## src/rtl/ctu_mask_id_ctl.sv

```systemverilog
// ctu_mask_id_ctl
// Qualifies the 4-bit mask-programmable revision value after reset (or on a
// software request), freezes it into a shadow register and serves it as a
// JTAG IDCODE shift register and through a CSR req/ack read port.
//
// Ports:
//   clk_i          CTU clock
//   rst_i          synchronous reset, active high
//   mask_id_i      raw revision value from the strap cell
//   requal_req_i   one-cycle pulse: drop the shadow value and re-qualify
//   tap_capture_i  TAP Capture-DR with IDCODE selected
//   tap_shift_i    TAP Shift-DR with IDCODE selected
//   tap_tdi_i      serial data in
//   tap_tdo_o      serial data out (shift register bit 0)
//   csr_rd_req_i   CSR read request, level, held until ack
//   csr_rd_ack_o   one-cycle acknowledge
//   csr_rd_data_o  read data, non-zero only while ack is high
//   id_valid_o     shadow revision value is qualified
//   id_err_o       sticky: qualification timed out after 64 cycles
module ctu_mask_id_ctl #(
    parameter logic [15:0] PART_NUM   = 16'h0000,
    parameter logic [10:0] MFG_ID     = 11'h03E,
    parameter int unsigned STABLE_CNT = 4
) (
    input  logic        clk_i,
    input  logic        rst_i,
    input  logic [3:0]  mask_id_i,
    input  logic        requal_req_i,
    input  logic        tap_capture_i,
    input  logic        tap_shift_i,
    input  logic        tap_tdi_i,
    output logic        tap_tdo_o,
    input  logic        csr_rd_req_i,
    output logic        csr_rd_ack_o,
    output logic [31:0] csr_rd_data_o,
    output logic        id_valid_o,
    output logic        id_err_o
);

    localparam logic [3:0] STABLE_W = 4'(STABLE_CNT);
    localparam logic [6:0] TMO_LIM  = 7'd64;

    typedef enum logic {QUAL = 1'b0, VALID = 1'b1} state_e;

    state_e      state_q, state_d;
    logic [3:0]  stab_q, stab_d;
    logic [3:0]  last_q, last_d;
    logic [6:0]  tmo_q, tmo_d;
    logic [3:0]  shadow_q, shadow_d;
    logic        err_q, err_d;
    logic [31:0] sr_q, sr_d;
    logic        ack_q, ack_d;
    logic [31:0] data_q, data_d;
    logic        served_q, served_d;

    logic        valid;
    logic [31:0] idcode_tap;

    assign valid      = (state_q == VALID);
    // TAP sees a zero revision field until the shadow value is qualified.
    assign idcode_tap = {(valid ? shadow_q : 4'h0), PART_NUM, MFG_ID, 1'b1};

    // State register
    always_ff @(posedge clk_i) begin
        if (rst_i) begin
            state_q  <= QUAL;
            stab_q   <= 4'h0;
            last_q   <= 4'h0;
            tmo_q    <= 7'd0;
            shadow_q <= 4'h0;
            err_q    <= 1'b0;
            sr_q     <= 32'h0;
            ack_q    <= 1'b0;
            data_q   <= 32'h0;
            served_q <= 1'b0;
        end else begin
            state_q  <= state_d;
            stab_q   <= stab_d;
            last_q   <= last_d;
            tmo_q    <= tmo_d;
            shadow_q <= shadow_d;
            err_q    <= err_d;
            sr_q     <= sr_d;
            ack_q    <= ack_d;
            data_q   <= data_d;
            served_q <= served_d;
        end
    end

    // Next-state logic
    always_comb begin
        state_d  = state_q;
        stab_d   = stab_q;
        last_d   = last_q;
        tmo_d    = tmo_q;
        shadow_d = shadow_q;
        err_d    = err_q;

        case (state_q)
            QUAL: begin
                tmo_d = tmo_q + 7'd1;
                // A zero count means no sample taken yet: this one is sample 1.
                if (stab_q == 4'h0 || mask_id_i != last_q) begin
                    stab_d = 4'h1;
                    last_d = mask_id_i;
                end else if (stab_q != 4'hF) begin
                    stab_d = stab_q + 4'h1;
                end
                // Qualification wins over a timeout landing on the same edge.
                if (stab_d == STABLE_W) begin
                    state_d  = VALID;
                    shadow_d = last_d;
                    tmo_d    = 7'd0;
                end else if (tmo_d == TMO_LIM) begin
                    state_d  = VALID;
                    shadow_d = 4'hF;
                    err_d    = 1'b1;
                    tmo_d    = 7'd0;
                end
            end
            VALID: begin
                if (requal_req_i) begin
                    state_d  = QUAL;
                    stab_d   = 4'h0;
                    tmo_d    = 7'd0;
                    shadow_d = 4'h0;
                end
            end
            default: state_d = QUAL;
        endcase

        // TAP path: capture has priority over shift.
        sr_d = sr_q;
        if (tap_capture_i)
            sr_d = idcode_tap;
        else if (tap_shift_i)
            sr_d = {tap_tdi_i, sr_q[31:1]};

        // CSR path: one ack per request level; a re-qualification in the
        // same cycle defers the ack until the value is valid again.
        ack_d    = csr_rd_req_i && valid && !ack_q && !served_q && !requal_req_i;
        data_d   = ack_d ? {shadow_q, PART_NUM, MFG_ID, 1'b1} : 32'h0;
        served_d = csr_rd_req_i && (served_q || ack_d);
    end

    // Outputs
    always_comb begin
        tap_tdo_o     = sr_q[0];
        csr_rd_ack_o  = ack_q;
        csr_rd_data_o = data_q;
        id_valid_o    = valid;
        id_err_o      = err_q;
    end

endmodule
```

## config.mk

```make
export PLATFORM = sky130hd
export DESIGN_NAME = ctu_mask_id_ctl
export DESIGN_NICKNAME = d
export VERILOG_FILES = /design/src/rtl/ctu_mask_id_ctl.sv
export SDC_FILE = /design/constraint.sdc
export NUM_CORES = 1
export LEC_CHECK = 0
export ABC_AREA = 1
export BUFFER_PORTS_ARGS = -buffer_cell sky130_fd_sc_hd__buf_2
export CORE_UTILIZATION = 50
export DETAILED_ROUTE_END_ITERATION = 10
export PLACE_DENSITY_LB_ADDON = 0.3
export SYNTH_ARGS = -nofsm -noshare
export SYNTH_HDL_FRONTEND = slang
export SYNTH_SLANG_ARGS = --single-unit
```

## constraint.sdc

```tcl
create_clock -name clk_i -period 1.7 [get_ports clk_i]
set_clock_uncertainty 0.1 [all_clocks]
set_input_delay 0.17 -clock clk_i [delete_from_list [all_inputs] [get_ports clk_i]]
set_output_delay 0.17 -clock clk_i [all_outputs]
set_load 0.02 [all_outputs]
```

### Word-level counts from Yosys, hierarchy flattened

Cells that the tools add are included.

| cells by class | value |
|---|---|
| add/sub/neg operators | 2 |
| multiply operators | 0 |
| div/mod/pow operators | 0 |
| order comparisons | 0 |
| equal/unequal tests | 6 |
| shifts and indexed selects | 0 |
| muxes and demuxes | 21 |
| bitwise logic cells | 3 |
| reductions and logical operators | 16 |

Operators with widths:

| cell | number |
|---|---|
| 32-bit two-way mux | 2 |
| 4-bit two-way mux | 8 |
| 7-bit two-way mux | 4 |
| 4-bit case mux with 2 select lines | 2 |
| 7-bit case mux with 2 select lines | 1 |
| 7-bit by 1-bit adder with 7-bit output (second input constant) | 1 |
| 7-bit == test (second input constant) | 1 |
| 1-bit logical AND | 5 |
| 4-bit by 1-bit adder with 4-bit output (second input constant) | 1 |
| 4-bit by 3-bit == test with 1-bit output (second input constant) | 1 |
| 4-bit logical NOT | 1 |
| 4-bit != test | 1 |
| 4-bit != test (second input constant) | 1 |
| 2-bit OR reduction | 2 |
| 1-bit logical NOT | 3 |
| 1-bit two-way mux | 3 |
| 3-bit != test (second input constant) | 1 |
| 1-bit inverter | 3 |
| 3-bit AND reduction | 1 |
| 1-bit logical OR | 2 |
| 2-bit != test (second input constant) | 1 |
| 1-bit case mux with 2 select lines | 1 |
| 2-bit AND reduction | 1 |
| 2-bit nonzero test | 1 |

| storage, ports and cells | value |
|---|---|
| flip-flop bits (word level) | 87 |
| bits in latches | 0 |
| RAM bits | 0 |
| ROM bits | 0 |
| bits of input ports | 11 |
| output and inout bits | 36 |
| word-level logic and storage cells | 60 |
| memories kept | 0 |

### Longest topological paths before layout

| logic depth | value |
|---|---|
| depth after elaboration | 7 |
| gate-level depth with buffers | 13 |
| depth with buffers taken out | 13 |

### Worst setup path before layout

OpenSTA, ideal clock, no wires.

| timing | value |
|---|---|
| path kind | reg-to-reg |
| start | reg stab_q[1] |
| end | reg shadow_q[3] |
| library setup time | 115 ps |
| arrival | 1437 ps |
| required time | 1485 ps |
| slack | 48 ps |
| stages on the path, launching flop included | 9 |
| path buffers | 0 |
| period minus slack after synthesis | 1652 ps |
| cell sequence | dfxtp_1 ha_1 nand3_2 xor2_1 nor2_4 nand2_4 nand3_4 a21oi_1 nor2_1 |

| on the way | value |
|---|---|
| word-level cells in the longest chain between the ends | 7 |
| elaborated cells between the ends (all ways) | 13 |
| those cells by class | add/sub (1); eq/ne (3); mux (6); reduce/logical (3) |

Ends and longest elaborated chain:

| item | RTL line | source |
|---|---|---|
| from (decl) | 46 | `logic [3:0] stab_q, stab_d;` |
| from (signal assigned) | 78 | `stab_q <= stab_d;` |
| 4-bit by 1-bit adder with 4-bit output, or another cell as far along | 107 | `stab_d = stab_q + 4'h1;` |
| 4-bit two-way mux / 1-bit logical OR (equally long branches) | 106, 103 |  |
| 4-bit two-way mux | 103 | `if (stab_q == 4'h0 \|\| mask_id_i != last_q) begin` |
| 4-bit two-way mux | 99 | `case (state_q)` |
| 4-bit by 3-bit == test with 1-bit output | 110 | `if (stab_d == STABLE_W) begin` |
| 4-bit two-way mux / 3-bit != test (equally long branches) | n/a |  |
| 4-bit case mux with 2 select lines / 2-bit AND reduction (equally long branches) | n/a |  |
| to (signal assigned) | 81 | `shadow_q <= shadow_d;` |
| to (decl) | 49 | `logic [3:0] shadow_q, shadow_d;` |

Several ways; a longest one is shown, not always the timed one. The select of a mux whose other input is x is not followed.
A chain may end at the register's enable or synchronous reset.

### Worst setup path in the final report

| timing | value |
|---|---|
| start | reg stab_q[1] |
| end | reg tmo_q[3] |

| on the way | value |
|---|---|
| word-level cells in the longest chain between the ends | 7 |
| elaborated cells between the ends (all ways) | 10 |
| those cells by class | add/sub (1); eq/ne (2); mux (5); reduce/logical (2) |

Ends and longest elaborated chain:

| item | RTL line | source |
|---|---|---|
| 4-bit by 1-bit adder with 4-bit output, or another cell as far along | 107 |  |
| 4-bit two-way mux / 1-bit logical OR (equally long branches) | 106, 103 |  |
| 4-bit two-way mux (*) | 103 |  |
| 4-bit two-way mux (*) | 99 |  |
| 4-bit by 3-bit == test with 1-bit output (*) | 110 |  |
| 7-bit two-way mux (*) | 110 |  |
| 7-bit case mux with 2 select lines (*) | 99 |  |
| to (signal assigned) | 80 | `tmo_q <= tmo_d;` |
| to (decl) | 48 | `logic [6:0] tmo_q, tmo_d;` |

Mark *: on every way between the ends. The rest lies on a longest branch, timed or not. The select of a mux whose other input is x is not followed.

==> run metrics <==
worst hold path type=in -> reg; Mapped Cells=373; Max VDD drop=0.000482 V; multi-input logic area=1260 µm²; Yosys top cell by area=dfxtp_1; GP Congestion=0.782; Critical Path Sink Type=flip-flop; CTS tree=yes; met1 WL=2.43 mm; critical path class=reg -> reg; GRT overflow=0; first-pass GRT wire length=8.85 mm; Hold Violations, Final=0; Met2 Wirelength=2.63 mm; Hold WS=0.0174 ns; Vias/cell=4.82; largest net degree at the start of global routing=24; Final Power=3.10 mW; Fill cells=455; Clock Latency Late Sink=0.34 ns; full die area=5780 µm²; status=complete, but fails checks; vias in the first global route=2,072; CTS Sinks=59; Area Overhead vs Synth=17.5%; Final Slew Violations=0; diodes inserted=0; Unique masters post-synth=32; CP max FO=6; layout cell share with drive strength beyond 1=0.235; iteration-0 DRC count of the detailed router=138; register area share after synthesis=0.431; Slew @ Worst Pin=0.534 ns; Initial Utilization=0.526; # DRC=0; antenna-violating nets left=0; htree depth=3; final instance area=3220 µm²; DR top layer=met4; Worst-path clk slew=0.06 ns; critical path arrival=1.85 ns; dpl hpwl=3.53 mm; IO Port Bufs=24; post-synth design cell area=2740 µm²; dpl cell area=2880 µm²; Nets=421; LEAKAGE=1.40 nW; Max Freq=583 MHz; synthesized flop and latch total=59; met3 routed WL=196 µm; Min Clock Period, post-route=1.71 ns; RSZ-0062 raised after global routing=yes; First-pass DRT Iterations=5; YS warnings=0; Top-Level Pins=47; critical path launch point type=flip-flop; initial antenna violation count=0; final setup margin=-0.0150 ns; # setup viols final=1; die height=76.0 µm; CTS Buffer Depth=2; setup TNS=-0.0150 ns; final worst-path cycle share=1.01; share of the synthesized area in the top cell type=0.431; Clock Tree Root=clkbuf_8; Worst slew margin=0.643; max_cap viols=0; via count=2,321; core area=5200 µm²; Site Rows=26; Critical Path RT=1.83 ns; Die Span X=76.0 µm; Storage cell area=1190 µm²; Avg WL per Cell=11.1 µm; Routed WL=5.33 mm; number of buffers created by CTS=9; failing checks=negative setup slack; top cells by area, synth=dfxtp_1, nand2_1, buf_4, a21oi_1, inv_1; cell area power density=964 nW/µm²; Syn Area/Cell=7.34 µm²; GRT Total Usage=0.191
==> Yosys cell counts (all sizes together) <==
library cell,instances
clkbuf,12
dfxtp,59
and2,1
inv,46
o21bai,1
xor2,1
o211ai,1
o22ai,1
nand2,101
nor2,22
clkinv,1
o21a,1
nor3,1
ha,3
a221oi,5
nand3,23
nand3b,1
a21oi,44
o21ai,16
conb,1
nand4,2
buf,30
==> worst paths after layout <==
kind	start	to	slack [ns]	depth (start not counted)
worst max-delay path	stab_q[1]$_SDFFE_PP0P_	tmo_q[3]$_SDFFE_PP0P_	-0.01	11
worst min-delay path	tap_tdi_i	sr_q[31]$_SDFFE_PP0P_	0.02	5
worst min register to register	served_q$_SDFF_PP0_	csr_rd_data_o[5]$_SDFF_PP0_	0.35	1
worst max register to register	stab_q[1]$_SDFFE_PP0P_	tmo_q[3]$_SDFFE_PP0P_	-0.01	11
==> worst max-delay path, cell delays in order, from the launching register on <==
cell and delay (ns):
dfxtp_4 0.38, inv_2 0.05, ha_4 0.22, inv_1 0.05, nand2_1 0.07, o21ai_2 0.09
nand2_2 0.08, nor2_4 0.13, nand2_4 0.09, nand2_4 0.12, o22ai_1 0.08, and2_1 0.13
==> metrics by stage <==
step	setup WS, ns	cells	util
after floorplan	0.0478	394	-
after global placement	0.0392	462	0.553
after detailed placement	-0.0226	462	0.553
after CTS	0.0404	480	0.603
after global routing	-0.0602	482	0.618
final	-0.0150	482	0.618
==> final cells by class <==
class                      instances  area share
tap                               70      0.0272
inverter                          47      0.0548
sequential                        59       0.371
clock buffer                      12      0.0482
clock inverter                     4      0.0226
timing repair buffer              44      0.0856
multi-input combinational        246       0.391
==> report_power, final <==
part	internal, mW	switching (mW)
clock network	0.903	0.539
registers	1.42	0.0198
logic	0.0706	0.154
==> logic make-up (layout without fill, tap and decap cells) <==
logic type | count (synthesis) | after routing | share of synthesized area
and+or+nand+nor | 151 | 151 | 0.246
buffers and inverters | 89 | 107 | 0.161
AOI/OAI and AO/OA | 69 | 69 | 0.144
DFF | 59 | 59 | 0.431
adders and majority gates | 3 | 3 | 0.0137
other | 1 | 22 | 0.00137
xor gates and xnor gates | 1 | 1 | 0.00320
==> repair_timing <==
item,CTS,global route
resized for setup,4,18
setup endpoints to repair,5,9
endpoints found under the hold margin,2,0
pin swaps,0,10
hold buffers,2,0
buffers inserted,0,2
==> routing by layer <==
layer  vias up  track usage
met2        56        0.318
li1       1203            -
met3        11       0.0479
met5         -            0
met1      1051        0.229
met4         0       0.0962
==> registers in the layout (all words and copies together) (netlist names) <==
name	cells
sr_q	32
tmo_q	7
csr_rd_data_o	5
last_q	4
shadow_q	4
stab_q	4
id_err_o	1
id_valid_o	1
served_q	1
==> cell usage in the layout, fill, tap and decap left out, types with 2 or more instances in the layout <==
master and count:
buf_4 18, dfxtp_1 54, bufinv_16 2, nand3_4 2
nand3_1 20, inv_2 9, a21oi_1 41, a221oi_1 5
dfxtp_4 2, inv_1 37, nor2_4 2, nand2_4 3
dfxtp_2 3, ha_4 2, nand4_1 2, nor2_1 19
o21ai_0 15, nand2_1 90, dlygate4sd3_1 2, clkbuf_8 11
a21oi_2 3, conb_1 22, nand2_2 8, buf_2 24
(Power assumes the default switching activity.)
